File: config.mk
export PLATFORM = sky130hd
export DESIGN_NAME = gold_code_nco_gen_flat
export DESIGN_NICKNAME = d
export VERILOG_FILES = /design/src/rtl/gold_code_nco_gen_if.sv /design/src/rtl/gold_code_nco_gen.sv /design/src/flat_wrapper.sv
export SDC_FILE = /design/constraint.sdc
export NUM_CORES = 1
export LEC_CHECK = 0
export BUFFER_PORTS_ARGS = -buffer_cell sky130_fd_sc_hd__buf_2
export CORE_MARGIN = 4
export CORE_UTILIZATION = 40
export CTS_CLUSTER_DIAMETER = 30
export DETAILED_ROUTE_END_ITERATION = 16
export SLEW_MARGIN = 20
export SYNTH_ARGS = -nofsm -noshare
export SYNTH_HDL_FRONTEND = slang
export SYNTH_SLANG_ARGS = --single-unit
File: constraint.sdc
create_clock -name clk -period 2 [get_ports clk]
set_input_delay 0.1 -clock clk [delete_from_list [all_inputs] [get_ports clk]]
set_output_delay 0.1 -clock clk [all_outputs]
set_load 0.02 [all_outputs]
File: src/rtl/gold_code_nco_gen_if.sv
`timescale 1ns/1ps
`default_nettype none
// ============================================================================
//  Module   : gold_code_nco_gen_if
//  Purpose  : Control, slew handshake and E/P/L code outputs of the Gold code
//             generator, bundled for the tracking channel.
//  Revision : 1.0  initial release
// ============================================================================
interface gold_code_nco_gen_if #(
   parameter int LFSR_W = 10,
   parameter int CNT_W  = 10,
   parameter int SEL_W  = 4
) ();
   logic              chip_en;
   logic              load;
   logic [LFSR_W-1:0] g1_init;
   logic [LFSR_W-1:0] g2_init;
   logic [SEL_W-1:0]  t0;
   logic [SEL_W-1:0]  t1;
   logic              slew_valid;
   logic [CNT_W-1:0]  slew_chips;
   logic              slew_ready;
   logic              chip_e;
   logic              chip_p;
   logic              chip_l;
   logic [CNT_W-1:0]  chip_idx;
   logic              epoch;
   logic              bit_edge;

   modport slave (
      input  chip_en, load, g1_init, g2_init, t0, t1, slew_valid, slew_chips,
      output slew_ready, chip_e, chip_p, chip_l, chip_idx, epoch, bit_edge
   );

   modport master (
      output chip_en, load, g1_init, g2_init, t0, t1, slew_valid, slew_chips,
      input  slew_ready, chip_e, chip_p, chip_l, chip_idx, epoch, bit_edge
   );
endinterface
`default_nettype wire

File: src/rtl/gold_code_nco_gen.sv
`timescale 1ns/1ps
`default_nettype none
// ============================================================================
//  Module   : gold_code_nco_gen
//  Purpose  : Dual-LFSR Gold/PRN code generator with E/P/L chips, chip index,
//             epoch / data-bit-edge strobes and handshaked code-phase slew.
//  Revision : 1.0  initial release
// ============================================================================
module gold_code_nco_gen #(
   parameter int                LFSR_W    = 10,
   parameter logic [LFSR_W-1:0] G1_TAPS   = 10'h204,
   parameter logic [LFSR_W-1:0] G2_TAPS   = 10'h3A6,
   parameter int                CODE_LEN  = 1023,
   parameter int                CNT_W     = 10,
   parameter int                SEL_W     = 4,
   parameter int                EPOCH_BIT = 20
) (
   input  wire logic          clk,
   input  wire logic          rst,
   gold_code_nco_gen_if.slave bus
);
   localparam int               c_EPW     = (EPOCH_BIT > 1) ? $clog2(EPOCH_BIT) : 1;
   localparam logic [CNT_W-1:0] c_LAST    = CNT_W'(CODE_LEN - 1);
   localparam logic [c_EPW-1:0] c_EP_LAST = c_EPW'(EPOCH_BIT - 1);

   typedef enum logic [0:0] {
      S_IDLE = 1'b0,
      S_SLEW = 1'b1
   } slew_state_t;

   slew_state_t       r_state;
   slew_state_t       w_state_nxt;
   logic [CNT_W-1:0]  r_remaining;
   logic [CNT_W-1:0]  w_remaining_nxt;

   logic [LFSR_W:1]   r_g1;
   logic [LFSR_W:1]   r_g2;
   logic [LFSR_W:1]   r_g1_init;
   logic [LFSR_W:1]   r_g2_init;
   logic              r_chip_p;
   logic              r_chip_l;
   logic [CNT_W-1:0]  r_chip_idx;
   logic [c_EPW-1:0]  r_ep_cnt;
   logic              r_epoch;
   logic              r_bit_edge;

   logic              w_step;
   logic              w_wrap;
   logic              w_chip_e;
   logic [LFSR_W:1]   w_g1_shift;
   logic [LFSR_W:1]   w_g2_shift;
   logic [(1 << SEL_W)-1:0] w_g2_ext;

   // Zero-padded copy of G2 so the 1-based phase selects index it directly.
   always_comb begin
      w_g2_ext           = '0;
      w_g2_ext[LFSR_W:1] = r_g2;
   end

   assign w_chip_e   = r_g1[LFSR_W] ^ w_g2_ext[bus.t0] ^ w_g2_ext[bus.t1];
   assign w_g1_shift = {r_g1[LFSR_W-1:1], ^(r_g1 & G1_TAPS)};
   assign w_g2_shift = {r_g2[LFSR_W-1:1], ^(r_g2 & G2_TAPS)};
   assign w_step     = (r_state == S_SLEW) || bus.chip_en;
   assign w_wrap     = (r_chip_idx == c_LAST);

   // Slew: every SLEW cycle steps; only cycles without chip_en consume budget.
   always_comb begin
      w_state_nxt     = r_state;
      w_remaining_nxt = r_remaining;
      case (r_state)
         S_IDLE: begin
            if (bus.slew_valid && (bus.slew_chips != '0)) begin
               w_state_nxt     = S_SLEW;
               w_remaining_nxt = bus.slew_chips;
            end
         end
         S_SLEW: begin
            if (!bus.chip_en) begin
               w_remaining_nxt = r_remaining - CNT_W'(1);
               if (r_remaining == CNT_W'(1)) begin
                  w_state_nxt = S_IDLE;
               end
            end
         end
         default: w_state_nxt = S_IDLE;
      endcase
      if (bus.load) begin
         w_state_nxt = S_IDLE;
      end
   end

   always_ff @(posedge clk or negedge rst) begin
      if (!rst) begin
         r_state     <= S_IDLE;
         r_remaining <= '0;
         r_g1        <= '1;
         r_g2        <= '1;
         r_g1_init   <= '1;
         r_g2_init   <= '1;
         r_chip_p    <= 1'b0;
         r_chip_l    <= 1'b0;
         r_chip_idx  <= '0;
         r_ep_cnt    <= '0;
         r_epoch     <= 1'b0;
         r_bit_edge  <= 1'b0;
      end else begin
         r_state     <= w_state_nxt;
         r_remaining <= w_remaining_nxt;
         r_epoch     <= 1'b0;
         r_bit_edge  <= 1'b0;
         if (bus.load) begin
            r_g1_init  <= bus.g1_init;
            r_g2_init  <= bus.g2_init;
            r_g1       <= bus.g1_init;
            r_g2       <= bus.g2_init;
            r_chip_idx <= '0;
            r_ep_cnt   <= '0;
         end else if (w_step) begin
            r_chip_p <= w_chip_e;
            r_chip_l <= r_chip_p;
            if (w_wrap) begin
               // Reload rather than shift so codes shorter than the m-sequence repeat.
               r_g1       <= r_g1_init;
               r_g2       <= r_g2_init;
               r_chip_idx <= '0;
               r_epoch    <= 1'b1;
               if (r_ep_cnt == c_EP_LAST) begin
                  r_ep_cnt   <= '0;
                  r_bit_edge <= 1'b1;
               end else begin
                  r_ep_cnt <= r_ep_cnt + c_EPW'(1);
               end
            end else begin
               r_g1       <= w_g1_shift;
               r_g2       <= w_g2_shift;
               r_chip_idx <= r_chip_idx + CNT_W'(1);
            end
         end
      end
   end

   assign bus.slew_ready = (r_state == S_IDLE);
   assign bus.chip_e     = w_chip_e;
   assign bus.chip_p     = r_chip_p;
   assign bus.chip_l     = r_chip_l;
   assign bus.chip_idx   = r_chip_idx;
   assign bus.epoch      = r_epoch;
   assign bus.bit_edge   = r_bit_edge;
endmodule
`default_nettype wire

File: src/flat_wrapper.sv
// flat-port wrapper written by rule: the top's interface ports become plain ports
module gold_code_nco_gen_flat 
#(
   parameter int                LFSR_W    = 10,
   parameter logic [LFSR_W-1:0] G1_TAPS   = 10'h204,
   parameter logic [LFSR_W-1:0] G2_TAPS   = 10'h3A6,
   parameter int                CODE_LEN  = 1023,
   parameter int                CNT_W     = 10,
   parameter int                SEL_W     = 4,
   parameter int                EPOCH_BIT = 20
)
  (clk, rst, bus_chip_en, bus_load, bus_g1_init, bus_g2_init, bus_t0, bus_t1, bus_slew_valid, bus_slew_chips, bus_slew_ready, bus_chip_e, bus_chip_p, bus_chip_l, bus_chip_idx, bus_epoch, bus_bit_edge);
  gold_code_nco_gen_if #(.LFSR_W(LFSR_W), .CNT_W(CNT_W), .SEL_W(SEL_W)) bus_i ();
  input  wire logic clk;
  input  wire logic rst;
  input wire logic [$bits(bus_i.chip_en)-1:0] bus_chip_en;
  input wire logic [$bits(bus_i.load)-1:0] bus_load;
  input wire logic [$bits(bus_i.g1_init)-1:0] bus_g1_init;
  input wire logic [$bits(bus_i.g2_init)-1:0] bus_g2_init;
  input wire logic [$bits(bus_i.t0)-1:0] bus_t0;
  input wire logic [$bits(bus_i.t1)-1:0] bus_t1;
  input wire logic [$bits(bus_i.slew_valid)-1:0] bus_slew_valid;
  input wire logic [$bits(bus_i.slew_chips)-1:0] bus_slew_chips;
  output wire logic [$bits(bus_i.slew_ready)-1:0] bus_slew_ready;
  output wire logic [$bits(bus_i.chip_e)-1:0] bus_chip_e;
  output wire logic [$bits(bus_i.chip_p)-1:0] bus_chip_p;
  output wire logic [$bits(bus_i.chip_l)-1:0] bus_chip_l;
  output wire logic [$bits(bus_i.chip_idx)-1:0] bus_chip_idx;
  output wire logic [$bits(bus_i.epoch)-1:0] bus_epoch;
  output wire logic [$bits(bus_i.bit_edge)-1:0] bus_bit_edge;
  assign bus_i.chip_en = bus_chip_en;
  assign bus_i.load = bus_load;
  assign bus_i.g1_init = bus_g1_init;
  assign bus_i.g2_init = bus_g2_init;
  assign bus_i.t0 = bus_t0;
  assign bus_i.t1 = bus_t1;
  assign bus_i.slew_valid = bus_slew_valid;
  assign bus_i.slew_chips = bus_slew_chips;
  assign bus_slew_ready = bus_i.slew_ready;
  assign bus_chip_e = bus_i.chip_e;
  assign bus_chip_p = bus_i.chip_p;
  assign bus_chip_l = bus_i.chip_l;
  assign bus_chip_idx = bus_i.chip_idx;
  assign bus_epoch = bus_i.epoch;
  assign bus_bit_edge = bus_i.bit_edge;
  gold_code_nco_gen #(.LFSR_W(LFSR_W), .G1_TAPS(G1_TAPS), .G2_TAPS(G2_TAPS), .CODE_LEN(CODE_LEN), .CNT_W(CNT_W), .SEL_W(SEL_W), .EPOCH_BIT(EPOCH_BIT)) u_core (.clk(clk), .rst(rst), .bus(bus_i));
endmodule
==> results of run 1 <==
==> synth_stat cells, types with 5 or more instances <==
cell type	n
inv_1	11
nor2_1	19
nand3_1	11
nand2_1	22
clkbuf_1	11
nor3_1	5
dfrtp_1	30
xnor2_1	9
mux2_2	22
o21ai_0	40
dfstp_2	40
a21oi_1	12
ha_1	5
mux2i_1	24
a22oi_1	17
xor2_1	5
==> critical path, stage by stage, from the launching register on <==
cell and delay [ns]:
dfstp_2 0.56, mux2i_1 0.07, o221a_1 0.25, o31ai_2 0.23
xnor2_1 0.16, xnor2_1 0.16, buf_4 0.17
==> final cells by class <==
| type | instances | area, sq um |
|---|---|---|
| clock buffer | 12 | 145 |
| clock inverter | 4 | 23.8 |
| fill | 808 | 4240 |
| inverter | 11 | 41.3 |
| multi-input combinational | 245 | 1770 |
| sequential | 70 | 1800 |
| tap | 108 | 135 |
| timing repair buffer | 96 | 648 |
==> state kept, by name (all words and copies together) (netlist names), 5 cells and up <==
signal and cells:
u_core.bus.chip_idx 10, u_core.r_ep_cnt 5, u_core.r_g1 10, u_core.r_g1_init 10, u_core.r_g2 10, u_core.r_g2_init 10
u_core.r_remaining 10
==> power groups by stage <==
stage / Combinational, uW / Clock, uW / Sequential [uW]
2_1_floorplan: 448 / 0 / 1820
3_3_place_gp: 710 / 0 / 1820
3_5_place_dp: 726 / 0 / 1820
4_1_cts: 779 / 1070 / 1800
5_1_grt: 857 / 1120 / 1820
6_report: 772 / 1020 / 1800
==> worst max path at each step <==
stage	from	slack, ns	cells after the start	endpoint
after floorplan	u_core.r_g2[8]	0.08	6	u_core.bus.chip_p
final	u_core.r_g2[10]	-0.04	6	bus_chip_e
after CTS	u_core.r_g2[10]	-0.06	6	bus_chip_e
after global placement	u_core.r_g2[3]	0.22	5	u_core.bus.chip_p
after detailed placement	u_core.r_g2[3]	0.21	5	u_core.bus.chip_p
after global routing	u_core.r_g2[10]	-0.15	6	bus_chip_e
==> logic make-up after synthesis <==
| logic type | Yosys count | share of synthesized area |
|---|---|---|
| AOI/OAI and AO/OA | 97 | 0.168 |
| and+or+nand+nor | 80 | 0.109 |
| DFF | 70 | 0.492 |
| muxes | 49 | 0.153 |
| buffers and inverters | 26 | 0.0283 |
| xor gates and xnor gates | 14 | 0.0335 |
| adders and majority gates | 5 | 0.0171 |
==> layer usage <==
| layer | track usage | wire [um] | vias to the layer above |
|---|---|---|---|
| li1 | - | - | 1444 |
| met1 | 0.210 | 4070 | 1453 |
| met2 | 0.262 | 4000 | 52 |
| met3 | 0.0429 | 278 | 9 |
| met4 | 0.0427 | 102 | 0 |
| met5 | 0 | 0 | - |
==> stage by stage <==
stage	setup slack [ns]	setup TNS, ns	power, uW
finish	-0.0365	-0.0365	3590
global route	-0.148	-0.148	3800
CTS	-0.0649	-0.0649	3640
detailed placement	0.208	0	2550
global placement	0.222	0	2530
floorplan	0.0835	0	2270
==> what timing repair did <==
action,4_1_cts,5_1_grt
endpoints found under the setup margin,1,1
endpoints found under the hold margin,45,2
setup buffers,4,0
hold buffers,16,2
gates resized for setup,2,0
pin swaps,1,1
==> results.md, run 1 <==
* Detailed Route WL at 8460 um
* Largest net degree at the start of global routing at 67
* Fraction of layout cells with a size suffix above 1 at 0.374
* Num rows at 34
* VDD IR-drop max at 467 uV
* YS warnings at 0
* # H-tree levels at 3
* CTS Sinks at 70
* Post-synth EDFFs at 0
* Detailed Routing Iterations Pass 1 at 4
* Via count at 2958
* Final setup margin at -0.0365 ns
* Hold Slack at 0.0233 ns
* Hold path cells at 2
* Detail Placement HPWL at 5670 um
* Tot GR Track Use at 0.160
* Final core occ at 0.519
* Max_cap viols at 0
* Initial DRC Count at roughly 120
* Flop2flop setup slack at 0.20 ns
* Synth area leader: dfstp_2
* Clock share of power at 0.284
* Post-route DRC at 0
* Final cell count without fillers at 546
* Commonest non-fill, non-tap cell in the layout: buf_2
* Clk slew on worst S/H paths at ~0.070 ns
* Syn-to-layout area delta at 24.6%
* Critical R2R Capture: u_core.r_g1[1]
* Area contributors post-synth: dfstp_2, dfrtp_1, mux2_2
* Cells on worst reg2reg path at 7
* DIE AREA at 10800 sq um
* Final Skew at 0.0109 ns
* Port-buffer cells at 58
* CTS tree: yes
* Starting Density at 0.416
* Hold path start: bus_g2_init[0]
* Post-Place Cell Area at 4180 sq um
* Slew headroom at 0.659
* Seq cells post-synth at 70
* Fin crit share at 1.02
* Clock latency at the later pin of the worst-skew pair at 0.34 ns
* Die width at 104 um
* Psw at 1070 uW
* Power share of the sequential group at 0.501
* Min-Delay Endpoint: u_core.r_g2_init[1]
* Syn Std Cell Area at 3660 sq um
* Crit start category: register
* Most frequent cells in the layout: buf_2, o21ai_0, dfstp_2
* First-pass GRT wire length at 14200 um
* Final ANT Viol Nets at 0
* Ys flop type: dfstp_2
* Overflow after GRT at 0
* Syn Nets at 389
* IO Count at 59
* Post-placement cell count at 508
* CTS buffer count at 9
* Outcome: complete, but fails checks
* Final hold vios at 0
* Max frequency at 0.491 GHz
* Failing checks: negative setup slack
* RSZ-0062 raised after global routing: true
* Switching portion of total power at 0.297
* Syn Area/Cell at 10.7 sq um
* Seq/Total Area, Yosys at 0.492
* Vias in the first global route at 2961
* Max Root-Sink Buffers at 2
* Vias per inst at 5.42
* Core area at 8810 sq um
* Die Ht at 104 um
* Comb power frac at 0.215
* Tmin final at 2.04 ns
* Worst-Margin Slew at 0.512 ns
* Antenna violations before repair at 0
* CTS root buf: clkbuf_8
* Count of cell types in the netlist at 51
* Final setup fails at 1
* Kind of critical path: reg2out
* Design area at 4570 sq um
* R2r startpoint: u_core.bus.chip_idx[4]
* Net count, final at 481
* Cells after Synth at 341
* P_int at 2520 uW
* Worst EP required at 1.90 ns
* Leakage at 0.00188 uW
* Post-synthesis async set-or-reset flop share at 1.00
* Worst Hold Class: in2reg
* Critical Path AT at ~1.9 ns
* Total power divided by cell area at about 790 nW/um^2
* Yosys top cell area share at 0.287
* N_diodes at 0
* Final Wtd Congestion at 0.833
* Final Max Slew Viols at 0
* Worst Path Max Fanout at 3
* Avg WL per Cell at approximately 15 um
* CP endpoint kind: output pin
(Power assumes the default switching activity.)
==> run 2: changes to the inputs <==
--- a/config.mk
+++ b/config.mk
@@ -10,6 +10,7 @@
 export CORE_UTILIZATION = 40
 export CTS_CLUSTER_DIAMETER = 30
 export DETAILED_ROUTE_END_ITERATION = 16
+export RECOVER_POWER = 50
 export SLEW_MARGIN = 20
 export SYNTH_ARGS = -nofsm -noshare
 export SYNTH_HDL_FRONTEND = slang
==> run 2 against run 1 <==
Compared with the run above: critical path type unchanged; critical endpoint unchanged; the run still ends with negative setup slack left; clock skew about the same; highest routed layer unchanged; critical path depth down 1; routed wire length about the same; clock-buffer cell count unchanged; utilization down 0.26 points; sequential share of layout area up 0.20 points; first-iteration DRC count down 1.7%; non-clock buffer count unchanged.
==> results.md, run 2 (same netlist as run 1, synthesis figures left out) <==
* Fraction of layout cells with a size suffix above 1 at 0.356
* Slew headroom at 0.397
* Vias in the first global route at 2961
* VDD IR-drop max at 467 uV
* Crit start category: register
* CTS Sinks at 70
* # H-tree levels at 3
* Final Max Slew Viols at 0
* Total power divided by cell area at approximately 790 nW/um^2
* Cells on worst reg2reg path at 7
* Initial DRC Count at 114
* Detailed Routing Iterations Pass 1 at 4
* Max Root-Sink Buffers at 2
* Syn-to-layout area delta at 24.0%
* Max_cap viols at 0
* Port-buffer cells at just under 60
* Avg WL per Cell at roughly 15 um
* Final Skew at 0.0107 ns
* CTS tree: yes
* First-pass GRT wire length at 14200 um
* Failing checks: negative setup slack
* CP endpoint kind: output pin
* Die width at between 100 and 150 um
* Hold path start: bus_g2_init[0]
* Detailed Route WL at 8460 um
* Die Ht at 104 um
* Fin crit share at 1.02
* Post-Place Cell Area at 4180 sq um
* Worst Path Max Fanout at 4
* RSZ-0062 raised after global routing: true
* Leakage at around 0.0018 uW
* Worst Hold Class: in2reg
* Vias per inst at ~5.4
* Worst-Margin Slew at 0.905 ns
* Final core occ at 0.516
* Min-Delay Endpoint: u_core.r_g2_init[1]
* Num rows at 34
* Place WS at 0.208 ns
* Final Wtd Congestion at 0.833
* Via count at 2946
* Design area at 4540 sq um
* Multi-input logic area at between 1500 and 2000 sq um
* FILL cells at 815
* Tmin final at approximately 2.0 ns
* CTS buffer count at 9
* IO Count at 59
* Tot GR Track Use at 0.160
* Flop2flop setup slack at 0.20 ns
* Antenna violations before repair at 0
* Net count, final at between 400 and 500
* Final setup margin at -0.0367 ns
* Critical Path AT at 1.94 ns
* Most frequent cells in the layout: buf_2, o21ai_0, dfstp_2
* Post-route DRC at 0
* Overflow after GRT at 0
* R2r startpoint: u_core.bus.chip_idx[3]
* Core area at ~8800 sq um
* N_diodes at 0
* Commonest non-fill, non-tap cell in the layout: buf_2
* Final hold vios at 0
* CTS root buf: clkbuf_8
* Critical R2R Capture: u_core.r_g1[1]
* Detail Placement HPWL at approximately 5700 um
* Starting Density at 0.416
* Kind of critical path: reg2out
* Clock latency at the later pin of the worst-skew pair at 0.34 ns
* Clk slew on worst S/H paths at roughly 0.070 ns
* Largest net degree at the start of global routing at 67
* Outcome: complete, but fails checks
* Worst EP required at 1.90 ns
* Overall power at about 3600 uW
* Register area at about 1800 sq um
* DIE AREA at 10800 sq um
* Final setup fails at 1
* Hold path cells at 2
* Max frequency at just under 0.5 GHz
* Final ANT Viol Nets at 0
==> run 2: cell type report <==
type / instances / share of cell area
clock buffer: 12 / 0.0319
tap: 108 / 0.0297
clock inverter: 4 / 0.00523
inverter: 11 / 0.00909
sequential: 70 / 0.396
timing repair buffer: 96 / 0.138
multi-input combinational: 245 / 0.390
==> run 2: worst max-delay path, cell delays in order, from the launching register on <==
cell     delay, ns
dfstp_2       0.57
mux2i_1       0.07
mux4_2        0.47
o21ai_2       0.16
xnor2_1       0.15
buf_4         0.17
==> run 2: worst max-delay path by stage <==
stage                                from                 to  cells past startpoint
after CTS                 u_core.r_g2[10]         bus_chip_e                      6
after global placement     u_core.r_g2[3]  u_core.bus.chip_p                      5
final                      u_core.r_g2[3]         bus_chip_e                      5
after detailed placement   u_core.r_g2[3]  u_core.bus.chip_p                      5
after floorplan            u_core.r_g2[8]  u_core.bus.chip_p                      6
after global routing      u_core.r_g2[10]         bus_chip_e                      6
==> run 2: power by group <==
| part | switching (uW) | internal, uW |
|---|---|---|
| sequential | 141 | 1660 |
| clock | 538 | 482 |
| combinational | 390 | 373 |
| total | 1070 | 2510 |
==> run 2: per-stage QoR <==
step                hold slack [ns]  instances  setup TNS, ns
global route                0.00202        546         -0.148
finish                       0.0233        546        -0.0367
floorplan                    -0.196        341              0
detailed placement          -0.0705        508              0
global placement            -0.0727        508              0
CTS                         0.00150        544        -0.0649
==> run 2: routing by layer <==
| layer | global-route usage | vias to the layer above | routed length (um) |
|---|---|---|---|
| met5 | 0 | - | 0 |
| met3 | 0.0429 | 9 | 299 |
| met1 | 0.210 | 1440 | 4060 |
| met4 | 0.0427 | 0 | 102 |
| met2 | 0.262 | 55 | 3990 |
| li1 | - | 1442 | - |
==> run 2: repair_timing <==
item | in CTS | in global routing
cloned | 0 | 0
buffers inserted | 4 | 0
pin swaps | 1 | 1
hold endpoints to repair | 45 | 2
setup endpoints to repair | 1 | 1
gates resized for setup | 2 | 0
hold buffers | 16 | 2
==> run 3: changes to the inputs <==
--- a/config.mk
+++ b/config.mk
@@ -11,6 +11,7 @@
 export CTS_CLUSTER_DIAMETER = 30
 export DETAILED_ROUTE_END_ITERATION = 16
 export RECOVER_POWER = 50
+export SKIP_CTS_REPAIR_TIMING = 1
 export SLEW_MARGIN = 20
 export SYNTH_ARGS = -nofsm -noshare
 export SYNTH_HDL_FRONTEND = slang
==> run 3 against run 2 <==
Compared with the run above: the flow finishes with violations (negative hold slack, negative setup slack); fmax fell by 1.6%; worst setup slack worse by 0.033 ns; sequential power hardly changed; critical path depth did not move; clock skew about the same; cell area is 2.0% lower; critical path type unchanged; critical endpoint unchanged; global-route usage fell by 0.35 points; utilization is 1.1 points lower; die area unchanged; combinational power shrank 3.4%; clock-buffer cell count stayed put.
==> results.md, run 3 (same netlist as run 1, synthesis figures left out) <==
* Outcome: complete, but fails checks
* Failing checks: negative hold slack, negative setup slack
* Post-route DRC at 0
* Final cell count without fillers at 536
* Worst-Margin Slew at slightly above 0.9 ns
* Final Wtd Congestion at 0.833
* Kind of critical path: reg2out
* Worst Hold Class: in2reg
* Cells along the critical path: mux2i_1, mux4_2, o21ai_2, xnor2_1, buf_4
* First-pass GRT wire length at approximately 14000 um
* Num rows at 34
* P_int at 2490 uW
* Avg WL per Cell at around 16 um
* Max_cap viols at 0
* Detailed Route WL at between 8000 and 9000 um
* Leakage at 0.00181 uW
* Slew headroom at 0.388
* CP delay by family, top: flip-flops
* Commonest non-fill, non-tap cell in the layout: buf_2
* Final setup margin at -0.0697 ns
* Switching portion of total power at 0.299
* Post-placement cell count at 508
* CTS Sinks at 70
* Final hold vios at 1
* Die Ht at between 100 and 150 um
* CTS root buf: clkbuf_8
* RSZ-0062 raised after global routing: true
* CP endpoint kind: output pin
* Overflow after GRT at 0
* Critical Path AT at 1.97 ns
* Power share of the sequential group at 0.507
* Final ANT Viol Nets at 0
* CP max stage cell: dfstp_2
* Worst Path Buf+Inv at 1
* Stages on the worst setup path at 5
* Hold Slack at -0.00338 ns
* Net count, final at 471
* IO Count at 59
* Overall power at 3560 uW
* Detail Placement HPWL at 5670 um
* CTS buffer count at 9
* Detailed Routing Iterations Pass 1 at 4
* Worst Path Max Fanout at 5
* Cells on worst reg2reg path at 7
* Final Max Slew Viols at 0
* Fin crit share at 1.03
* CTS tree: yes
* Setup_tns at -0.0697 ns
* Final setup fails at 1
* Max frequency at 0.483 GHz
* Core area at approximately 8800 sq um
* Tmin final at 2.07 ns
* Vias per inst at 5.41
* Clk slew on worst S/H paths at around 0.070 ns
* Starting Density at 0.416
* Vias in the first global route at 2850
* DIE AREA at 10800 sq um
* Largest net degree at the start of global routing at 67
* VDD IR-drop max at approximately 470 uV
* Final Skew at ~0.011 ns
* Comb power frac at 0.207
* Slowest Stage Delay on Critical Path at 0.59 ns
* Max Root-Sink Buffers at 2
* Initial DRC Count at approximately 130
* Fraction of layout cells with a size suffix above 1 at 0.357
* Most frequent cells in the layout: buf_2, o21ai_0, dfstp_2
* Total power divided by cell area at 799 nW/um^2
* Clock latency at the later pin of the worst-skew pair at 0.34 ns
* Worst EP required at 1.90 ns
* Die width at slightly above 100 um
* N_diodes at 0
* Psw at 1060 uW
* Syn-to-layout area delta at 21.5%
* Antenna violations before repair at 0
* Place WS at 0.208 ns
* Hold path cells at 3
* Clock share of power at 0.286
* Port-buffer cells at 58
* Via count at 2900
* # H-tree levels at 3
* Crit start category: register
* Tot GR Track Use at 0.156
==> run 3: cell count changes in the layout (fill, tap and decap cells not counted), sizes merged <==
cell         before  now
buf              69   66
dlygate4sd3      18   11
==> run 3: layout make-up <==
class                      instances  area [sq um]
fill                             829          4350
clock inverter                     4          23.8
inverter                          11          41.3
tap                              108           135
clock buffer                      12           145
sequential                        70          1800
multi-input combinational        245          1770
timing repair buffer              86           533
==> run 3: per-stage QoR <==
step	util	cell area [sq um]
after floorplan	-	3660
after global placement	0.475	4180
after detailed placement	0.475	4180
after CTS	0.494	4350
after global routing	0.506	4450
final	0.506	4450
==> run 3: final timing paths <==
path | slack, ns | end | from
setup / recovery | -0.07 | bus_chip_e | u_core.r_g2[3]
hold / removal | -0.003 | u_core.r_g1_init[6] | bus_g1_init[5]
setup reg to reg | 0.20 | u_core.r_g1[1] | u_core.bus.chip_idx[3]
hold reg to reg | 0.48 | u_core.r_g1_init[6] | u_core.r_g1_init[6]
max in group asynchronous | 0.66 | u_core.bus.chip_l | rst
min in group asynchronous | 0.12 | u_core.r_ep_cnt[0] | rst
==> run 3: tightest hold or removal path: stages <==
cell and delay (ns):
buf_2 0.08, nand2_1 0.05, o21ai_0 0.07
==> run 3: power groups by stage <==
stage | sequential [uW] | clock, uW | combinational, uW
floorplan | 1820 | 0 | 448
global placement | 1820 | 0 | 710
detailed placement | 1820 | 0 | 726
CTS | 1800 | 1070 | 729
global route | 1830 | 1120 | 820
finish | 1800 | 1020 | 736
==> run 3: per-layer routing <==
layer | part of all wire | up-vias | track usage
li1 | - | 1420 | -
met1 | 0.49 | 1424 | 0.206
met2 | 0.47 | 48 | 0.254
met3 | 0.031 | 8 | 0.0435
met4 | 0.012 | 0 | 0.0427
met5 | 0 | - | 0
